$ cat config.mk
export PLATFORM = sky130hd
export DESIGN_NAME = aurora_rx_pattern_check
export DESIGN_NICKNAME = d
export VERILOG_FILES = /design/src/rtl/aurora_pkg.sv /design/src/rtl/aurora_rx_pattern_check.sv
export SDC_FILE = /design/constraint.sdc
export NUM_CORES = 1
export LEC_CHECK = 0
export ABC_AREA = 1
export BUFFER_PORTS_ARGS = -buffer_cell sky130_fd_sc_hd__buf_2
export CORE_MARGIN = 5
export CORE_UTILIZATION = 55
export CTS_CLUSTER_DIAMETER = 60
export DETAILED_ROUTE_END_ITERATION = 10
export PLACE_DENSITY = 0.78
export SLEW_MARGIN = 10
export SYNTH_ARGS = -nofsm -noshare
export SYNTH_HDL_FRONTEND = slang
export SYNTH_SLANG_ARGS = --single-unit
$ cat constraint.sdc
create_clock -name i_clk -period 2.15 [get_ports i_clk]
set_input_delay 0.43 -clock i_clk [delete_from_list [all_inputs] [get_ports i_clk]]
set_output_delay 0.43 -clock i_clk [all_outputs]
set_load 0.03 [all_outputs]
$ cat src/rtl/aurora_pkg.sv
// Shared constants, RX checker state encoding and lane-slicing helper.
package aurora_pkg;

  localparam int unsigned LANE_WIDTH = 16;

  typedef enum logic [1:0] {
    StIdle   = 2'd0,
    StHunt   = 2'd1,
    StLocked = 2'd2
  } rx_state_e;

  // Buses are declared [0:N-1] with lane 0 in the MSBs, so lane k starts at bit k*LANE_WIDTH.
  function automatic int unsigned lane_base(input int unsigned k);
    return k * LANE_WIDTH;
  endfunction

endpackage

$ cat src/rtl/aurora_rx_pattern_check.sv
// RX pattern checker: hunts for a run of consistent counter words, then counts
// mismatching and total words while locked.
module aurora_rx_pattern_check
  import aurora_pkg::*;
#(
  parameter int unsigned N_LANE     = 1,
  parameter int unsigned LOCK_COUNT = 4,
  localparam int unsigned DATA_WIDTH = LANE_WIDTH * N_LANE
) (
  input  logic                  i_clk,
  input  logic                  i_rst_n,
  input  logic                  i_channel_up,
  input  logic                  i_valid_n,
  input  logic [0:DATA_WIDTH-1] i_data,
  output logic                  o_locked,
  output logic [15:0]           o_err_count,
  output logic [31:0]           o_rx_words
);

  localparam logic [3:0] LockRun = 4'(LOCK_COUNT);

  rx_state_e             r_state, w_state_nxt;
  logic [LANE_WIDTH-1:0] r_expected, w_expected_nxt;
  logic [3:0]            r_run, w_run_nxt;
  logic [15:0]           r_err, w_err_nxt;
  logic [31:0]           r_words, w_words_nxt;

  logic [LANE_WIDTH-1:0] w_lane [N_LANE];
  logic                  w_consistent;
  logic                  w_in_seq;

  for (genvar k = 0; k < N_LANE; k++) begin : g_lane
    assign w_lane[k] = i_data[lane_base(k) +: LANE_WIDTH];
  end

  // A word is consistent when every lane carries lane0 plus its lane index.
  always_comb begin
    w_consistent = 1'b1;
    for (int unsigned k = 1; k < N_LANE; k++) begin
      if (w_lane[k] != w_lane[0] + LANE_WIDTH'(k)) w_consistent = 1'b0;
    end
  end

  assign w_in_seq = (w_lane[0] == r_expected);

  // Next-state and counter updates; channel down overrides everything, including a valid word.
  always_comb begin
    w_state_nxt    = r_state;
    w_expected_nxt = r_expected;
    w_run_nxt      = r_run;
    w_err_nxt      = r_err;
    w_words_nxt    = r_words;
    if (!i_channel_up) begin
      w_state_nxt    = StIdle;
      w_expected_nxt = '0;
      w_run_nxt      = '0;
    end else begin
      unique case (r_state)
        StIdle: w_state_nxt = StHunt;
        StHunt: begin
          if (!i_valid_n) begin
            if (!w_consistent) begin
              w_run_nxt = '0;
            end else begin
              w_expected_nxt = w_lane[0] + LANE_WIDTH'(1);
              if ((r_run != 4'd0) && !w_in_seq) begin
                w_run_nxt = '0;
              end else begin
                w_run_nxt = r_run + 4'd1;
                if (r_run + 4'd1 == LockRun) w_state_nxt = StLocked;
              end
            end
          end
        end
        StLocked: begin
          if (!i_valid_n) begin
            w_words_nxt    = r_words + 32'd1;
            // Reseed on every word so a single slip costs one error, not a flood.
            w_expected_nxt = w_lane[0] + LANE_WIDTH'(1);
            if (!(w_consistent && w_in_seq) && (r_err != 16'hFFFF)) begin
              w_err_nxt = r_err + 16'd1;
            end
          end
        end
        default: w_state_nxt = StIdle;
      endcase
    end
  end

  // State and counter registers.
  always_ff @(posedge i_clk or negedge i_rst_n) begin
    if (!i_rst_n) begin
      r_state    <= StIdle;
      r_expected <= '0;
      r_run      <= '0;
      r_err      <= '0;
      r_words    <= '0;
    end else begin
      r_state    <= w_state_nxt;
      r_expected <= w_expected_nxt;
      r_run      <= w_run_nxt;
      r_err      <= w_err_nxt;
      r_words    <= w_words_nxt;
    end
  end

  assign o_locked    = (r_state == StLocked);
  assign o_err_count = r_err;
  assign o_rx_words  = r_words;

endmodule

==> parameters.txt <==
Parameter                              Value

Critical path
  End of the worst register-to-register path    o_rx_words[25]$_DFFE_PN0P_
  Critical Path Source Type    flop
  Crit path required time    between 2 and 2.5 ns
  Depth of the worst register-to-register path    9
  Critical path type    reg -> reg
  Reg-to-reg startpoint    r_state[0]$_DFFE_PN0P_
  Biggest fanout along the worst timing path    4
  Setup crit end kind    flop
  CP arrival    around 2.2 ns
  Slack of the worst reg-to-reg path    0.20 ns

Run status
  Run status    finished clean

STA
  Slew Viols, Final    0
  Measured slew at the worst slew-check pin    about 0.56 ns
  Tmin final    ~2.0 ns
  Highest achievable clock rate    slightly above 500 MHz
  Hold Vio Cnt, Final    0
  Final-layout setup total negative slack    0 ns
  Setup WS post-layout    between 0.15 and 0.2 ns
  Setup Skew    between 0.01 and 0.015 ns
  Relative max-transition margin    between 60% and 70%
  Unrepaired setup endpoints after global routing    false
  Final cycle utilization of the critical path    ~90%
  Setup violation total in the final timing report    0

Layout
  Antenna Diode Count    0
  Synthesis-to-finish area growth    17.10%
  Share of post-route cells with drive strength above 1    between 10% and 20%
  Nets    675

Floorplan
  Die width    97.91 µm
  Die H    97.91 µm
  Number of rows in the core area    32
  Boundary pin count    between 60 and 70
  Die Area    between 9000 and 10000 µm²
  Initial cell density of the core    55.87%
  Core Region    between 7000 and 8000 µm²

Route
  Remaining antenna violation count after routing    0
  DRC Markers    0
  Total iterations of the first detailed-routing run    4
  Via density per instance    around 5.0
  Via count    between 3000 and 4000
  Routed len/inst    ~13 µm
  Number of DRC markers in iteration 0    around 200
  Final routed wirelength across all metal layers    slightly below 10000 µm

Synthesis
  Register bit count reported by yosys    70
  Sequential-to-total area share from yosys stat    just over 40%
  Leading cell type by number of instances after synthesis    nand2_1
  Post-Synthesis Mean Instance Area    between 7 and 8 µm²
  Number of standard cells after synthesis    566
  Async set or reset register ratio after synthesis    100.0%
  Post-synth EDFFs    0
  Share of the synthesized area in the top cell type    roughly two fifths
  Top FF cell, synth    dfrtp_1
  Post-Syn Nets    between 500 and 600
  Number of warning messages in the yosys log    0
  Cell taking the most area after synthesis    dfrtp_1
  Synth area leaders    dfrtp_1, nand2_1, inv_1
  Top cell types by occurrence after synthesis    nand2_1, inv_1, dfrtp_1
  Post-Synthesis Cell Area    roughly 4300 µm²
  Distinct cells, synth    33

Power
  Switching portion of total power    between 30% and 40%
  Fraction of power consumed by sequential logic    a little over two fifths
  Ratio of total power to cell area    between 700 and 800 nW/µm²
  Logic pwr share    between 20% and 30%
  Clock Power Share    around 34%
  Net load switching power    1.180 mW
  Pleak    about 2.6 nW
  Max rail drop VDD    ~0.4 mV
  Power Internal    approximately 2.4 mW

Placed design
  Worst slack at placement    approximately 0.19 ns
  Count of buffers from port buffering    68
  Total half-perimeter wirelength after legalization and detailed placement    about 7000 µm
  Final Wtd Congestion    between 0.8 and 0.9

CTS
  Depth of the CTS H-tree    3
  Clock tree from TritonCTS    built
  Number of sinks driven by the clock tree    70
  Clock-pin transition on the worst setup and hold timing paths    ~0.08 ns
  Count of buffers added by post-CTS timing repair for setup    0
  Number of instances resized during post-cts repair    0
  Root buffer cell    clkbuf_8
  Clock tree buffer depth    2
  Number of CTS-inserted buffers    9
  Clock Latency Late Sink    around 0.34 ns
  # hold bufs at CTS    0

Global routing
  Global-route wire length before repair    between 15000 and 20000 µm
  Via count of the first global-routing pass    between 3000 and 4000
  Total global-route track usage    21.17%
  Grt ovf    0
  Initial antenna violation count    1
  Maximum number of pins on one net before global-route repair    71

Min path
  Class of the most critical hold timing path    in -> async

Flow run
  Max-cap violations    0
-- worst max path at each step --
stage / slack (ns) / startpoint / depth (start not counted) / endpoint
after CTS: 0.19 / r_state[0]$_DFFE_PN0P_ / 9 / o_rx_words[25]$_DFFE_PN0P_
after global routing: 0.03 / r_state[0]$_DFFE_PN0P_ / 9 / o_rx_words[25]$_DFFE_PN0P_
final: 0.20 / r_state[0]$_DFFE_PN0P_ / 9 / o_rx_words[25]$_DFFE_PN0P_
after floorplan: 0.21 / r_state[0]$_DFFE_PN0P_ / 8 / o_rx_words[22]$_DFFE_PN0P_
after detailed placement: 0.19 / i_data[15] / 10 / r_expected[14]$_DFFE_PN0P_
after global placement: 0.27 / r_state[0]$_DFFE_PN0P_ / 9 / o_rx_words[25]$_DFFE_PN0P_
-- cells by family (layout without fill, tap and decap cells) --
| family | after synthesis | in the layout | synth area share [%] |
|---|---|---|---|
| AO/OA/AOI/OAI | 38 | 38 | 4.916 |
| flip-flops | 70 | 70 | 41.21 |
| adder cells (fa/ha/maj) | 10 | 10 | 2.944 |
| buffers and inverters | 93 | 177 | 8.331 |
| XOR/XNOR | 48 | 48 | 9.891 |
| AND/OR/NAND/NOR | 307 | 307 | 32.71 |
-- per-stage QoR --
stage | hold slack [ns] | instances | utilization, % | instance area [µm²] | total power [mW]
5_1_grt | 0.1284 | 752 | 65.43 | 4977 | 3.824
2_1_floorplan | 0.1344 | 566 | - | 4250 | 2.140
6_report | 0.09604 | 752 | 65.43 | 4977 | 3.610
3_5_place_dp | 0.4550 | 736 | 62.37 | 4745 | 2.407
4_1_cts | 0.1160 | 752 | 65.43 | 4977 | 3.639
3_3_place_gp | 0.4595 | 736 | 62.37 | 4745 | 2.372
-- layout make-up --
cell class | instances | area, µm²
fill | 669 | 2630
clock inverter | 5 | 81.33
sequential | 70 | 1752
inverter | 88 | 330.3
timing repair buffer | 73 | 390.4
clock buffer | 11 | 151.4
multi-input combinational | 403 | 2145
tap | 102 | 127.6
-- flip-flops by register name (all words and copies together), names as in the netlist --
name         cells
r_state          2
o_err_count     16
r_run            4
o_rx_words      32
r_expected      16
-- metal layers --
| metal | track usage (%) | up-vias | wire length, µm | share of wire, % |
|---|---|---|---|---|
| met5 | 0 | - | 7 | 0.073 |
| met4 | 6.390 | 2 | 129 | 1.3 |
| met3 | 4.143 | 15 | 560 | 5.8 |
| met2 | 36.65 | 96 | 4742 | 49 |
| met1 | 26.75 | 1760 | 4183 | 43 |
| li1 | - | 1917 | - | - |
-- layout by cell type (no fill, tap or decap), types with 2 or more instances in the layout --
master and count:
ha_1 10, o21ai_1 15, clkbuf_8 11, nor2_2 7, nor2_1 47, nor3_2 2
dfrtp_1 70, o21ai_0 11, nand2_2 3, nor3_1 16, nor2_4 3, a21oi_1 6
xnor2_1 18, inv_2 12, nand2_4 2, bufinv_16 2, buf_4 4, o22ai_1 3
buf_2 68, nand4_1 7, inv_1 76, nand3_1 48, nand2_1 166, xor2_1 30
-- worst max-delay path, cell delays in order (launching register included) --
cell     delay (ns)
dfrtp_1        0.42
inv_1          0.10
ha_1           0.24
nand3_2        0.15
nor2_2         0.21
nand3_1        0.12
nor2_1         0.14
nand4_1        0.16
nor2_1         0.15
xor2_1         0.17
-- power groups by stage --
stage / sequential (mW) / clock, mW / combinational, mW
finish: 1.57 / 1.23 / 0.807
global route: 1.60 / 1.31 / 0.918
CTS: 1.57 / 1.25 / 0.815
detailed placement: 1.60 / 0 / 0.808
global placement: 1.59 / 0 / 0.783
floorplan: 1.67 / 0 / 0.466
No activity file was read; power rests on OpenSTA's default activity.
